===== config.mk =====
export PLATFORM = sky130hd
export DESIGN_NAME = lfsr_engine
export DESIGN_NICKNAME = d
export VERILOG_FILES = /design/src/rtl/lfsr_engine.sv
export SDC_FILE = /design/constraint.sdc
export NUM_CORES = 1
export LEC_CHECK = 0
export ABC_AREA = 1
export CAP_MARGIN = 40
export CORE_UTILIZATION = 51
export DETAILED_ROUTE_END_ITERATION = 8
export HOLD_SLACK_MARGIN = 0.06
export PLACE_DENSITY_LB_ADDON = 0.2
export SYNTH_ARGS = -nofsm -noshare
export SYNTH_HDL_FRONTEND = slang
export SYNTH_SLANG_ARGS = --single-unit

===== constraint.sdc =====
create_clock -name clk -period 2.3 [get_ports clk]
set_clock_uncertainty 0.15 [all_clocks]
set_input_delay 0.345 -clock clk [delete_from_list [all_inputs] [get_ports clk]]
set_output_delay 0.345 -clock clk [all_outputs]
set_load 0.02 [all_outputs]

===== src/rtl/lfsr_engine.sv =====
// lfsr_engine: run-time programmable LFSR (Fibonacci or Galois structure).
//
// A load strobe captures seed, tap mask and structure and starts a run.
// Each enabled cycle in RUN advances the register one step. When the
// register returns to the captured seed the engine enters DONE and
// period_count holds the measured sequence period.
//
// Build option:
//   LFSR_LOCKUP_DETECT_EN - when defined, loading an all-zero seed traps in
//                           ERR with lfsr_error=1. When undefined, a zero
//                           seed loads normally and lfsr_error is tied to 0.
//
// Ports:
//   clk          in   rising-edge clock
//   reset        in   synchronous active-high reset
//   load_seed    in   capture seed_data/tap_mask/galois_mode, start a run
//   seed_data    in   N-bit initial register value
//   tap_mask     in   N-bit tap mask, bit i = exponent i+1 (MSB forced to 1)
//   galois_mode  in   0 = Fibonacci, 1 = Galois (captured on load)
//   step_en      in   advance one step this cycle (RUN only)
//   lfsr_data    out  current register state
//   lfsr_done    out  high while in DONE
//   period_count out  steps taken since the last load
//   lfsr_error   out  lock-up flag (only ever set with LFSR_LOCKUP_DETECT_EN)
//   dbg_state_o  out  FSM state for observation (0 IDLE,1 RUN,2 DONE,3 ERR)
//
// Handshake: inputs are sampled on the rising clock edge; there is no
// valid/ready pairing. Priority is reset > load_seed > step_en, and a load
// with step_en in the same cycle loads without stepping.

module lfsr_engine #(
    parameter int N = 4
) (
    input  logic         clk,
    input  logic         reset,
    input  logic         load_seed,
    input  logic [N-1:0] seed_data,
    input  logic [N-1:0] tap_mask,
    input  logic         galois_mode,
    input  logic         step_en,
    output logic [N-1:0] lfsr_data,
    output logic         lfsr_done,
    output logic [N-1:0] period_count,
    output logic         lfsr_error,
    output logic [1:0]   dbg_state_o
);

    typedef enum logic [1:0] {
        S_IDLE = 2'd0,
        S_RUN  = 2'd1,
        S_DONE = 2'd2,
        S_ERR  = 2'd3
    } state_e;

    localparam logic [N-1:0] MSB_ONE = {1'b1, {(N-1){1'b0}}};
    localparam logic [N-1:0] ONE     = {{(N-1){1'b0}}, 1'b1};

    state_e       state_q, state_d;
    logic [N-1:0] data_q,  data_d;
    logic [N-1:0] count_q, count_d;
    logic [N-1:0] seed_q,  seed_d;
    logic [N-1:0] tap_q,   tap_d;
    logic         mode_q,  mode_d;
    logic         done_q,  done_d;
`ifdef LFSR_LOCKUP_DETECT_EN
    logic         err_q,   err_d;
`endif

    logic [N-1:0] fib_next;
    logic [N-1:0] gal_next;
    logic [N-1:0] step_next;
    logic         fib_fb;
    logic         gal_msb;

    // Next-state functions of the current register value. tap_q[N-1] is
    // always set, which keeps both structures invertible.
    always_comb begin
        fib_fb   = ^(data_q & tap_q);
        fib_next = {data_q[N-2:0], fib_fb};

        gal_msb     = data_q[N-1];
        gal_next    = '0;
        gal_next[0] = gal_msb;
        for (int i = 1; i < N; i++) begin
            gal_next[i] = data_q[i-1] ^ (gal_msb & tap_q[i-1]);
        end

        step_next = mode_q ? gal_next : fib_next;
    end

    always_comb begin
        state_d = state_q;
        data_d  = data_q;
        count_d = count_q;
        seed_d  = seed_q;
        tap_d   = tap_q;
        mode_d  = mode_q;
        done_d  = done_q;
`ifdef LFSR_LOCKUP_DETECT_EN
        err_d   = err_q;
`endif

        if (load_seed) begin
            // A load restarts from any state and suppresses a same-cycle step.
            seed_d  = seed_data;
            tap_d   = tap_mask | MSB_ONE;
            mode_d  = galois_mode;
            data_d  = seed_data;
            count_d = '0;
            done_d  = 1'b0;
            state_d = S_RUN;
`ifdef LFSR_LOCKUP_DETECT_EN
            err_d   = 1'b0;
            if (seed_data == '0) begin
                state_d = S_ERR;
                err_d   = 1'b1;
            end
`endif
        end else begin
            case (state_q)
                S_RUN: begin
                    if (step_en) begin
                        data_d  = step_next;
                        count_d = count_q + ONE;
                        if (step_next == seed_q) begin
                            state_d = S_DONE;
                            done_d  = 1'b1;
                        end
                    end
                end
                // IDLE, DONE and ERR hold until a load or reset.
                default: begin
                    state_d = state_q;
                end
            endcase
        end
    end

    always_ff @(posedge clk) begin
        if (reset) begin
            state_q <= S_IDLE;
            data_q  <= '0;
            count_q <= '0;
            seed_q  <= '0;
            tap_q   <= '0;
            mode_q  <= 1'b0;
            done_q  <= 1'b0;
`ifdef LFSR_LOCKUP_DETECT_EN
            err_q   <= 1'b0;
`endif
        end else begin
            state_q <= state_d;
            data_q  <= data_d;
            count_q <= count_d;
            seed_q  <= seed_d;
            tap_q   <= tap_d;
            mode_q  <= mode_d;
            done_q  <= done_d;
`ifdef LFSR_LOCKUP_DETECT_EN
            err_q   <= err_d;
`endif
        end
    end

    assign lfsr_data    = data_q;
    assign lfsr_done    = done_q;
    assign period_count = count_q;
    assign dbg_state_o  = state_q;
`ifdef LFSR_LOCKUP_DETECT_EN
    assign lfsr_error   = err_q;
`else
    assign lfsr_error   = 1'b0;
`endif

endmodule


# == Word level (Yosys, flattened, before mapping) ==
# Index checks and enable logic that the tools add are counted.
# totals
out_inout_bits,12
word_cells,34
inputBits,13
reg_bits,19
# op_classes
n_eq_ne,2
reduce_logical,9
add_sub_neg,1
n_bitwise,7
muxes,8
# ops
op,count
2-to-1 mux 4 bit,4
AND reduction 3 bit,2
nonzero test 2 bit,3
"adder 4 x 1 -> 4 bit, second input constant",1
bitwise AND 4 bit,1
== test 4 bit,1
2-to-1 mux 1 bit,4
AND reduction 2 bit,2
parity 4 bit,1
bitwise AND 1 bit,3
XOR 1 bit,3
"== test 2 x 1 -> 1 bit, second input constant",1
OR reduction 2 bit,1

# == Logic depth before layout (Yosys ltp) ==
# logic_depth
depth_word,8
mapped_depth,12
ltp_nobuf,11

# == Least setup slack after synthesis ==
# Ideal clock, no wire load.
# synth_timing
path_type,reg-to-reg
start,"register data_q[3], in the netlist lfsr_data[3]"
end,"register state_q[0], in the netlist dbg_state_o[0]"
setup_slack_ns,0.791
stages_incl_launch_ff,11
setup_ns,0.130
period_less_slack_ns,1.509
t_arrival_ns,1.229
n_path_buf,1
required_ns,2.020
cell_sequence,dfxtp_1 > buf_6 > nand3_1 > nand2_1 > nand2_1 > nand2_1 > nand3_2 > nor2_2 > nand3_2 > nand2_1 > a21oi_2
# synth_between
elab_chain_len,6
word_cells_on_any_way,12
classes_between,1 x eq/ne; 1 x mux; 7 x bitwise; 3 x reduce/logical
# synth_rtl
element,line_no,source
from (decl),59,"logic [N-1:0] data_q, data_d;"
from (signal assigned),153,data_q <= data_d;
bitwise AND 4 bit or bitwise AND 1 bit (tied branches),"78, 85",
parity 4 bit or XOR 1 bit (tied branches),"78, 85",
2-to-1 mux 4 bit *,88,step_next = mode_q ? gal_next : fib_next;
== test 4 bit *,125,if (step_next == seed_q) begin
nonzero test 2 bit (no source line) *,-,
AND reduction 3 bit (no source line) *,-,
to (signal assigned),152,state_q <= state_d;
to (decl),58,"state_e state_q, state_d;"
# Mark *: on every way between the ends. The rest lies on a longest branch, timed or not.
# A chain may end at the register's enable or synchronous reset.

# == Final worst setup path ==
# layout_timing
start,"register data_q[3], in the netlist lfsr_data[3]"
end,output lfsr_data[3]
# layout_rtl
element,line_no,source
to (decl),41,"output logic [N-1:0] lfsr_data,"
# No word-level cell between the ends.

==> impl_metrics.tcl <==
set metrics [dict create \
    outcome "complete, no violations" \
    postSynthRegisterBits 19 \
    yosysSeqAreaShare 0.378 \
    internal-power_uw 469 \
    critPathKind "reg2out" \
    vias 987 \
    syn_inst 148 \
    worst-r2r-setup-slack_ns 0.64 \
    max_cap_viol_count 0 \
    crit_family "buffers and inverters" \
    hold_path_class "reg2reg" \
    insertion_delay_ns 0.30 \
    overflow 0 \
    core-area_sq_um 1780 \
    postRouteAntennaNets 0 \
    routed_wl_um 2160 \
    post_drt_wl_per_cell_um 11.1 \
    fin_total_pwr_uw 658 \
    max-vdd-ir-drop_uv 409 \
    rsz0062_at_grt "no" \
    postCtsResizedCells 0 \
    die_w_um 46.4 \
    ys_warn_count 0 \
    cp_cell_sequence "clkdlybuf4s50_1" \
    path_max_fanout 11 \
    cts_made_buffers 3 \
    syn_avg_cell_area_sq_um 6.80 \
    pwr-share-seq 0.556 \
    synth_fp_nets 162 \
    layout_min_cycle_time_ns 2.07 \
    path_buf_inv 1 \
    drv_slew 0 \
    timing_hold_violations_final 0 \
    min_period_over_period 0.901 \
    r2r_cells 9 \
    required_ns 1.80 \
    swShare 0.287 \
    start_util 0.564 \
    netlist_area_sq_um 1010 \
    num_rows 15 \
    cts_buffer_depth 2 \
    cp_slowest_stage_delay_ns 0.68 \
    critPathSlowestCell "clkdlybuf4s50_1" \
    port_buffers 22 \
    antennaDiodeCount 0 \
    hold_ws_ns 0.349 \
    syn_to_final_growth_pct 24.1 \
    nNetsFinal 184 \
    cts_sinks 19 \
    cp-end-kind "output pin" \
    pin_count 25 \
    synth.distinct_cells 25 \
    die_h_um 46.4 \
    drive_gt1_frac 0.112 \
    antenna_found_initial 0 \
    grt_first_pass_wirelength_um 3480 \
    p_sw_uw 189 \
    cts_tree "done" \
    tns_ns 0 \
    pwr-share-comb 0.183 \
    p_leak_nw 0.535 \
    place_congestion 0.794 \
    arrival_ns 1.58 \
    hold_start "seed_q[3]$_SDFFE_PP0P_" \
    dp_hpwl_um 1660 \
    worstHoldPathCells 2 \
    dieArea_sq_um 2150 \
    fillers 150 \
    routed_via_density 5.09 \
    htree_levels 1 \
    drtIter0Drc 20 \
    hold_end "seed_q[3]$_SDFFE_PP0P_" \
    grt_use_total 0.230 \
    finalSetupViolations 0 \
    clk_pin_slew_worst_paths_ns 0.11 \
    grt_pass1_vias 814 \
    final_area_sq_um 1250 \
    timing.rr.start "lfsr_data[3]$_SDFFE_PP0P_" \
    cts_root_buffer "clkbuf_4" \
    post_cts_buffers 0 \
    rr_endpoint "dbg_state_o[0]$_SDFFE_PP0P_" \
    share_clk_of_total_power 0.261 \
    p_per_area_nw_per_um2 527 \
    fmax_mhz 483 \
    grt_max_degree 13 \
    cts_hold_buffers 0 \
    drc 0 \
    drt_pre_antenna_iters 4 \
    postPlaceCellArea_sq_um 1220 \
    critical_path.startpoint_type "flop" \
]
Yosys cell counts, drive strengths merged:
library cell	n	area, sq um
clkbuf	1	3.75
inv	19	71.3
nand4	3	18.8
nand3	15	95.1
xnor2	1	8.76
ha	1	12.5
a21oi	5	32.5
o22ai	4	25.0
nand2	48	190
nor2	15	58.8
or2	1	6.26
dfxtp	19	380
o21ai	5	25.0
buf	5	38.8
nor3	1	10.0
a31oi	4	25.0
conb	1	3.75
worst max-delay path by stage:
stage | from | to | slack [ns] | cells past startpoint
floorplan | lfsr_data[3]$_SDFFE_PP0P_ | dbg_state_o[0]$_SDFFE_PP0P_ | 0.79 | 10
global placement | load_seed | seed_q[1]$_SDFFE_PP0P_ | 0.46 | 4
detailed placement | load_seed | seed_q[1]$_SDFFE_PP0P_ | 0.46 | 4
CTS | lfsr_data[3]$_SDFFE_PP0P_ | lfsr_data[3] | 0.24 | 1
global route | lfsr_data[3]$_SDFFE_PP0P_ | lfsr_data[3] | 0.15 | 1
finish | lfsr_data[3]$_SDFFE_PP0P_ | lfsr_data[3] | 0.23 | 1
layer usage:
layer  part of all wire  routed length [um]  track usage
met1               0.43                 921        0.286
met2               0.50                1080        0.372
met3              0.055                 118       0.0353
met4              0.017                  36        0.129
met5                  0                   0            0
final cells by class:
| cell class | count | area, sq um | area share |
|---|---|---|---|
| inverter | 19 | 71.3 | 0.0571 |
| timing repair buffer | 23 | 228 | 0.182 |
| sequential | 19 | 380 | 0.305 |
| tap | 25 | 31.3 | 0.0251 |
| clock buffer | 4 | 26.3 | 0.0210 |
| multi-input combinational | 104 | 512 | 0.410 |
state kept, by name, summed over array words and instances, names as in the netlist:
name and flops:
dbg_state_o 1, lfsr_data 4, mode_q 1, tap_q 4
seed_q 4, lfsr_done 1, period_count 4
through the flow:
stage	std cells	utilization	setup WS, ns
after floorplan	148	-	0.791
after global placement	190	0.686	0.464
after detailed placement	190	0.686	0.461
after CTS	194	0.700	0.240
after global routing	194	0.700	0.154
final	194	0.700	0.229
power groups by stage:
stage / clock network (mW) / logic, mW / registers, mW
after detailed placement: 0 / 0.120 / 0.373
after global placement: 0 / 0.117 / 0.373
after floorplan: 0 / 0.0747 / 0.373
final: 0.172 / 0.120 / 0.366
after CTS: 0.176 / 0.121 / 0.366
after global routing: 0.188 / 0.134 / 0.369
worst reg2reg max path, cell delays in order (launching register included):
cell and delay (ns):
dfxtp_1 0.59, nand4_1 0.19, nand2_1 0.12, nand2_1 0.05
nand2_1 0.06, nand2_1 0.07, nor2_2 0.10, nand3_2 0.10
nand2_1 0.08, a21oi_2 0.05
cells in the final DEF (no fill, tap or decap), types with 2 or more instances in the layout:
| cell | instances |
|---|---|
| nand3_2 | 4 |
| a21oi_2 | 2 |
| o22ai_1 | 4 |
| a21oi_1 | 3 |
| nor2_1 | 14 |
| nand4_1 | 3 |
| clkdlybuf4s50_1 | 22 |
| inv_1 | 15 |
| dfxtp_1 | 19 |
| nand2_1 | 46 |
| inv_2 | 4 |
| nand3_1 | 11 |
| clkbuf_4 | 3 |
| a31oi_1 | 4 |
| o21ai_0 | 5 |
kinds of logic after synthesis:
family,share of synthesized area
buf+inv,0.113
other cells,0.00373
flops,0.378
compound gates,0.107
xor+xnor,0.00871
fa+ha+maj,0.0124
simple gates,0.377
Power figures use the tool's default switching activity.
